**config.mk**
```make
export PLATFORM = sky130hd
export DESIGN_NAME = serial_subtractor
export DESIGN_NICKNAME = d
export VERILOG_FILES = /design/src/rtl/serial_subtractor.sv
export SDC_FILE = /design/constraint.sdc
export NUM_CORES = 1
export LEC_CHECK = 0
export CAP_MARGIN = 40
export CORE_MARGIN = 5
export CORE_UTILIZATION = 25
export CTS_BUF_LIST = sky130_fd_sc_hd__clkbuf_8
export CTS_CLUSTER_DIAMETER = 100
export CTS_CLUSTER_SIZE = 40
export DETAILED_ROUTE_END_ITERATION = 12
export PLACE_DENSITY_LB_ADDON = 0.2
export SLEW_MARGIN = 20
export SYNTH_ARGS = -nofsm -noshare
export SYNTH_HDL_FRONTEND = slang
export SYNTH_SLANG_ARGS = --single-unit
```
**constraint.sdc**
```tcl
create_clock -name clk -period 2.45 [get_ports clk]
set_input_delay 0.735 -clock clk [delete_from_list [all_inputs] [get_ports clk]]
set_output_delay 0.735 -clock clk [all_outputs]
set_load 0.02 [all_outputs]
```
**src/rtl/serial_subtractor.sv**
```systemverilog
// Bit-serial ripple-borrow subtractor: diff = a - b, one bit per clock, LSB first.
// Optional signed-overflow output enabled by defining SERIAL_SUB_OVF_EN.
module serial_subtractor #(
  parameter int unsigned WIDTH = 4
) (
  input  logic             clk,
  input  logic             rst,
  input  logic             start,
  input  logic [WIDTH-1:0] a,
  input  logic [WIDTH-1:0] b,
  output logic             busy,
  output logic             done,
  output logic [WIDTH-1:0] diff,
  output logic             borrow
`ifdef SERIAL_SUB_OVF_EN
  ,
  output logic             overflow
`endif
);

  localparam int unsigned CntW = (WIDTH > 1) ? $clog2(WIDTH) : 1;

  typedef enum logic [1:0] {StIdle, StShift, StDone} state_e;

  state_e            state_q, state_d;
  logic [WIDTH-1:0]  a_q, a_d;
  logic [WIDTH-1:0]  b_q, b_d;
  logic [WIDTH-1:0]  res_q, res_d;
  logic [CntW-1:0]   cnt_q, cnt_d;
  logic              bin_q, bin_d;
  logic [WIDTH-1:0]  diff_q, diff_d;
  logic              borrow_q, borrow_d;
`ifdef SERIAL_SUB_OVF_EN
  logic              ovf_q, ovf_d;
`endif

  logic              bit_d;
  logic              bit_bout;
  logic              accept;

  // Single full-subtractor cell on the operand LSBs.
  assign bit_d    = a_q[0] ^ b_q[0] ^ bin_q;
  assign bit_bout = (~a_q[0] & b_q[0]) | (~(a_q[0] ^ b_q[0]) & bin_q);

  always_comb begin
    state_d  = state_q;
    a_d      = a_q;
    b_d      = b_q;
    res_d    = res_q;
    cnt_d    = cnt_q;
    bin_d    = bin_q;
    diff_d   = diff_q;
    borrow_d = borrow_q;
`ifdef SERIAL_SUB_OVF_EN
    ovf_d    = ovf_q;
`endif
    accept   = 1'b0;

    unique case (state_q)
      StIdle: begin
        accept = start;
      end
      StShift: begin
        res_d = {bit_d, res_q[WIDTH-1:1]};
        a_d   = a_q >> 1;
        b_d   = b_q >> 1;
        bin_d = bit_bout;
        cnt_d = cnt_q + CntW'(1);
        if (cnt_q == CntW'(WIDTH - 1)) begin
          state_d  = StDone;
          diff_d   = {bit_d, res_q[WIDTH-1:1]};
          borrow_d = bit_bout;
`ifdef SERIAL_SUB_OVF_EN
          // On the last step the operand LSBs are the original sign bits.
          ovf_d    = (a_q[0] != b_q[0]) & (bit_d != a_q[0]);
`endif
        end
      end
      StDone: begin
        accept  = start;
        state_d = StIdle;
      end
      default: state_d = StIdle;
    endcase

    if (accept) begin
      state_d = StShift;
      a_d     = a;
      b_d     = b;
      res_d   = '0;
      cnt_d   = '0;
      bin_d   = 1'b0;
    end
  end

  always_ff @(posedge clk) begin
    if (rst) begin
      state_q  <= StIdle;
      a_q      <= '0;
      b_q      <= '0;
      res_q    <= '0;
      cnt_q    <= '0;
      bin_q    <= 1'b0;
      diff_q   <= '0;
      borrow_q <= 1'b0;
`ifdef SERIAL_SUB_OVF_EN
      ovf_q    <= 1'b0;
`endif
    end else begin
      state_q  <= state_d;
      a_q      <= a_d;
      b_q      <= b_d;
      res_q    <= res_d;
      cnt_q    <= cnt_d;
      bin_q    <= bin_d;
      diff_q   <= diff_d;
      borrow_q <= borrow_d;
`ifdef SERIAL_SUB_OVF_EN
      ovf_q    <= ovf_d;
`endif
    end
  end

  assign busy   = (state_q == StShift);
  assign done   = (state_q == StDone);
  assign diff   = diff_q;
  assign borrow = borrow_q;
`ifdef SERIAL_SUB_OVF_EN
  assign overflow = ovf_q;
`endif

endmodule

```
Word-level counts from Yosys, hierarchy flattened
Cells that the tools add are included.
Widths: inputs -> output; s select.
{"block": "totals", "output_inout_bits": 7, "word_cells": 39, "inputBits": 11, "register_bits": 22}
{"block": "classes", "mux": 8, "bitwise_logic": 8, "eq_ne": 6, "n_reduce_logical": 7, "addsub": 1}
{"operator": "$mux 4", "count": 4}
{"operator": "$reduce_and 2->1", "count": 3}
{"operator": "$eq 2x2->1 const B", "count": 2}
{"operator": "$pmux 2 s2", "count": 1}
{"operator": "$reduce_or 2->1", "count": 2}
{"operator": "$ne 3x1->1 const B", "count": 1}
{"operator": "$not 1->1", "count": 3}
{"operator": "$add 2x1->2 const B", "count": 1}
{"operator": "$and 1x1->1", "count": 2}
{"operator": "$eq 2x1->1 const B", "count": 1}
{"operator": "$logic_not 2->1", "count": 1}
{"operator": "$mux 1", "count": 2}
{"operator": "$mux 2", "count": 1}
{"operator": "$ne 2x1->1 const B", "count": 1}
{"operator": "$ne 2x2->1 const B", "count": 1}
{"operator": "$reduce_bool 2->1", "count": 1}
{"operator": "$xor 1x1->1", "count": 2}
{"operator": "$or 1x1->1", "count": 1}

Logic depth before layout (Yosys ltp)
Gate-level depths: netlist of the first run.
{"block": "depth", "depth_word": 5, "mapped_depth": 5, "depth_no_buf": 4}

Worst setup path before layout of the first run
Ideal clock, no wire load.
{"block": "synth_timing", "path_kind": "register to output", "from": "register state_q[1]", "to": "output busy", "t_required_ns": 1.715, "n_path_buf": 1, "arrival_ns": 0.768, "path_slack_ns": 0.947, "path_stages_with_launch": 4, "path_cell_list": "dfxtp_1 > nand2b_2 > inv_2 > buf_2"}
{"block": "synth_between", "elab_chain_cells": 1}
{"item": "start: declaration", "line": "25", "source": "state_e state_q, state_d;"}
{"item": "start signal: assignment", "line": "98", "source": "state_q <= StIdle;"}
{"item": "start signal: assignment", "line": "110", "source": "state_q <= state_d;"}
{"item": "$eq 2x1->1", "line": "124", "source": "assign busy = (state_q == StShift);"}
{"item": "end: declaration", "line": "11", "source": "output logic busy,"}
Every way passes these cells.

Worst setup path after layout of the first run
Ends and elaborated chain as after synthesis.

==> out/summary.txt, run 1 <==
Status = finished clean
Synth Area in Compound Gates = 0.150
Boundary pin count = 18
Setup Fix Bufs, Post-CTS = 0
Die Wd = 68.0 µm
CTS Sinks = 21
Worst reg2reg startpoint = state_q[0]
DR vias = 707
Slowest cell on the critical path = clkdlybuf4s50_1
Simple-gate share of the synthesized area = 0.220
Fmax = 0.461 GHz
Netlist Area Pre-Place = 841 µm²
Most frequent cells in the layout = dfxtp_1 (21), clkdlybuf4s50_1 (17), nand2_1 (16)
Mux share of post-synthesis cell area = 0.0238
Synthesized Nets = 107
Num CTS Buffers = 3
Unrepaired setup endpoints after global routing = no
Leak = 0.378 nW
Dpl hpwl = 1330 µm
Final hold violation count = 0
Commonest non-fill, non-tap cell in the layout = dfxtp_1
Area of the multi-input gates = 373 µm²
CP endpoint = busy
Worst Skew = 0.00239 ns
Crit. path cell count = 3
Max incr delay on CP = 0.59 ns
Slew headroom = 0.703
Via-to-Cell Ratio = 4.47
NumNets Final = 126
Worst path arrival time = 1.43 ns
Adder-cell share of the synthesized area = 0.0387
Starting Density = 0.256
Worst Setup SP = state_q[1]
Maxcap violations = 0
DRT Pass-1 Iters = 4
Core area = 0.00328 mm²
Max clock buf depth = 2
Ant diodes = 0
DRT antenna net count = 0
Hold WS = 0.454 ns
Synth Flop Type = dfxtp_1
FFs w/ async S/R, synth = 0
Largest net degree at the start of global routing = 21
Storage element area = 420 µm²
Crit path max-delay family = buffers and inverters
Remaining global-route overflow = 0
Critical Path Start Type = flop
Area Overhead vs Synth = 31.0%
Worst vdd ir = 0.164 mV
Crit path max fanout = 3
Reg-to-reg setup timing slack = 1.03 ns
Critical path buffer and inverter count = 2
Min-delay worst type = flop to flop
EDFF count, synth = 0
Crit path kind = flop to output pin
Gr usage total = 0.0904
Non-Filler Instances = 158
First-pass GRT wire length = 3100 µm
DIE HEIGHT = 68.0 µm
Worst path required time = 1.71 ns
Slew @ Worst Pin = 0.445 ns
Layout cells sized above 1 = 0.0893
Avg Cell Area, Syn = 8.94 µm²
Setup violators final = 0
Synth Area in XOR/XNOR = 0.0104
H-tree levels = 1
Max Slew Vio Count = 0
Initial antenna violation count = 0
Input/output buffers = 17
CP cell instances = nand2b_2, inv_2, clkdlybuf4s50_1
Placed Cells = 154
Setup TNS = 0 ns
Largest family of logic cells by synthesized area = simple AND/OR/NAND/NOR gates
CTS tree = done
1st-iter DRT viols = 44
Post-route DRC = 0
R2R cell count = 3
Die Area = 0.00462 mm²
RD Place Congestion = 0.687
Final WL = 1820 µm
Mapped Cells = 94
WL per Instance = 11.5 µm
Yosys cell types = 26
Seq/Total Area, Yosys = 0.500
Endpoint class of the critical path = output pin
Cell Rows = 21
Clock Pin Slew Worst Setup and Hold Paths = 0.08 ns
Pwr/cell area = 628 mW/mm²
Cts hold-fix bufs = 0
Fillers = 351
Synthesis warning total = 0
Worst reg2reg path endpoint = bin_q
Final Cycle Share = 0.886
Skew-Pair Late Insertion Delay = 0.26 ns
Post-CTS resize count = 0
Crit path time final = 2.17 ns
FF+latch count, synth = 21
Number of global-route vias before repair = 714
Clock root buffer = clkbuf_8
power by group:
group	internal, mW	switching [mW]	total, mW
clock	0.113	0.113	0.226
combinational	0.0468	0.0512	0.0980
sequential	0.358	0.00978	0.367
per-stage QoR:
| step | total power [mW] | util | instance area [µm²] | worst slack [ns] |
|---|---|---|---|---|
| floorplan | 0.439 | - | 841 | 0.947 |
| finish | 0.692 | 0.335 | 1100 | 0.280 |
| global placement | 0.474 | 0.321 | 1050 | 0.417 |
| CTS | 0.699 | 0.335 | 1100 | 0.265 |
| global route | 0.728 | 0.335 | 1100 | 0.220 |
| detailed placement | 0.475 | 0.321 | 1050 | 0.328 |
area by class of cell:
class                      instances  area share
tap                               46      0.0523
timing repair buffer              20       0.175
sequential                        21       0.382
clock buffer                       3      0.0375
multi-input combinational         64       0.339
clock inverter                     1     0.00455
inverter                           3      0.0102
worst min-delay path by stage:
stage,start,endpoint,slack (ns),cells past startpoint
floorplan,res_q[1],res_q[1],0.44,2
global placement,diff[2],diff[2],0.44,2
detailed placement,diff[2],diff[2],0.45,2
CTS,diff[2],diff[2],0.46,2
global route,diff[3],diff[3],0.50,2
finish,diff[2],diff[2],0.45,2
cell usage after synthesis (2+ instances only):
cell type / n / area (µm²)
nand2b_1: 2 / 12.5
nor2_1: 6 / 22.5
nor3_1: 8 / 40.0
buf_2: 2 / 10.0
clkbuf_1: 2 / 7.51
o22ai_1: 4 / 25.0
nand2_1: 16 / 60.1
a21oi_1: 9 / 45.0
a311oi_1: 3 / 26.3
mux2i_1: 2 / 20.0
nand3_1: 4 / 20.0
dfxtp_1: 21 / 420
inv_1: 2 / 7.51
logic make-up after synthesis:
group           after synthesis
simple gates                 40
flops                        21
compound gates               19
buf+inv                       9
mux                           2
fa+ha+maj                     2
xor+xnor                      1
state kept, by name (all words and copies together) (netlist names):
signal and flops:
a_q 4, b_q 4, diff 4, res_q 3
cnt_q 2, state_q 2, bin_q 1, borrow 1
worst reg2reg max path, stage by stage (launching register included):
cell and delay [ns]:
dfxtp_1 0.40, nand2b_1 0.41, nand2b_1 0.26, a211oi_1 0.27
layer usage:
metal / wire (µm) / GRT usage / up-vias
met5: 0 / 0 / -
met4: 51 / 0.0596 / 0
met3: 86 / 0.00493 / 4
met2: 848 / 0.153 / 18
met1: 833 / 0.110 / 326
li1: - / - / 359
Power figures use the tool's default switching activity.
==> run 2, diff against run 1 <==
Settings changed: CAP_MARGIN 40 to unset.
==> results of run 2 <==
Final layout, timing and power as in run 1 (identical DEF).
==> run 3, diff against run 2 <==
Clock period 2.45 ns to 2.75 ns, I/O delays scaled along.
==> run 3 against run 2 <==
  * Clock skew increased by 0.0092 ns
  * Sequential cell count unchanged
  * Combinational power decreased by 12%
  * Sequential share of layout area is 0.31 points higher
  * Critical endpoint unchanged
==> out/summary.txt, run 3 (synthesis gave the netlist of run 1 again) <==
DIE HEIGHT = 68.0 µm
Boundary pin count = 18
Worst path arrival time = 1.60 ns
Max clock buf depth = 2
Cts hold-fix bufs = 0
Input/output buffers = 17
Endpoint class of the critical path = output pin
Clock root buffer = clkbuf_8
Layout cells sized above 1 = 0.0721
Worst path required time = 1.93 ns
Status = finished clean
Hold WS = 0.453 ns
Fmax = 0.413 GHz
Core area = 0.00328 mm²
Initial antenna violation count = 0
Skew-Pair Late Insertion Delay = 0.27 ns
Most frequent cells in the layout = dfxtp_1 (21), clkdlybuf4s50_1 (17), nand2_1 (16)
Ant diodes = 0
Post-Place Setup Slack = 0.587 ns
Setup Fix Bufs, Post-CTS = 0
Cell Rows = 21
Clock Pin Slew Worst Setup and Hold Paths = 0.07 ns
Starting Density = 0.256
First-pass GRT wire length = 3080 µm
Maxcap violations = 0
Worst Skew = 0.0116 ns
Critical Path Start Type = flop
Unrepaired setup endpoints after global routing = no
Slew headroom = 0.699
DRT antenna net count = 0
Remaining global-route overflow = 0
Pwr/cell area = 560 mW/mm²
Leak = 0.375 nW
Final hold violation count = 0
Final WL = 1850 µm
WL per Instance = 11.8 µm
Via-to-Cell Ratio = 4.36
Setup violators final = 0
Slew @ Worst Pin = 0.452 ns
Setup TNS = 0 ns
Max Slew Vio Count = 0
DRT Pass-1 Iters = 4
Worst vdd ir = 0.150 mV
Crit path time final = 2.42 ns
Area Overhead vs Synth = 29.9%
Die Wd = 68.0 µm
Min-delay worst type = flop to flop
Dpl hpwl = 1310 µm
Final WS setup = 0.328 ns
Die Area = 0.00462 mm²
Commonest non-fill, non-tap cell in the layout = dfxtp_1
Post-route DRC = 0
1st-iter DRT viols = 31
Gr usage total = 0.0902
CTS Sinks = 21
Largest net degree at the start of global routing = 21
H-tree levels = 1
Reg-to-reg setup timing slack = 1.36 ns
RD Place Congestion = 0.659
CTS tree = done
Final Util = 0.333
Num CTS Buffers = 3
NumNets Final = 125
Number of global-route vias before repair = 676
Final Cycle Share = 0.881
DR vias = 685
Crit path max fanout = 13
Post-CTS resize count = 0
Crit path kind = flop to output pin
==> run 3: cell types whose count changed in the layout (fill, tap and decap cells not counted) <==
cell,delta
buf_4,-1
clkinv_2,-1
inv_1,+1
==> run 3: worst paths after layout <==
path,cells after the start,endpoint,start
setup / recovery,3,busy,state_q[1]
setup reg to reg,3,bin_q,state_q[0]
hold reg to reg,2,diff[2],diff[2]
hold / removal,2,diff[2],diff[2]
==> run 3: cell type report <==
cell class	instances	area [µm²]
clock buffers	3	41.3
repair buffers	19	185
clock inverters	1	3.75
flip-flops and latches	21	420
inverters	3	11.3
fillers	351	2190
multi-input cells	64	373
well taps	46	57.6
==> run 3: worst max-delay path, cell delays in order, from the launching register on <==
cell,delay [ns]
dfxtp_1,0.32
nand2b_2,0.31
inv_2,0.11
clkdlybuf4s50_1,0.61
==> run 3: report_power, final <==
| part | total (mW) | internal [mW] | switching [mW] |
|---|---|---|---|
| Sequential | 0.327 | 0.319 | 0.00851 |
| Combinational | 0.0865 | 0.0405 | 0.0460 |
| Clock | 0.198 | 0.0996 | 0.0987 |
| Total | 0.612 | 0.459 | 0.153 |
==> run 3: through the flow <==
step	instances	cell area, µm²	power (mW)
after CTS	157	1090	0.623
after global routing	157	1090	0.641
after floorplan	94	841	0.391
after global placement	153	1050	0.420
after detailed placement	153	1050	0.421
final	157	1090	0.612
==> run 3: metal layers <==
layer / track usage / wire length, µm / vias to the layer above
li1: - / - / 355
met1: 0.112 / 864 / 316
met2: 0.143 / 864 / 9
met3: 0.00493 / 43 / 5
met4: 0.0744 / 73 / 0
met5: 0 / 0 / -
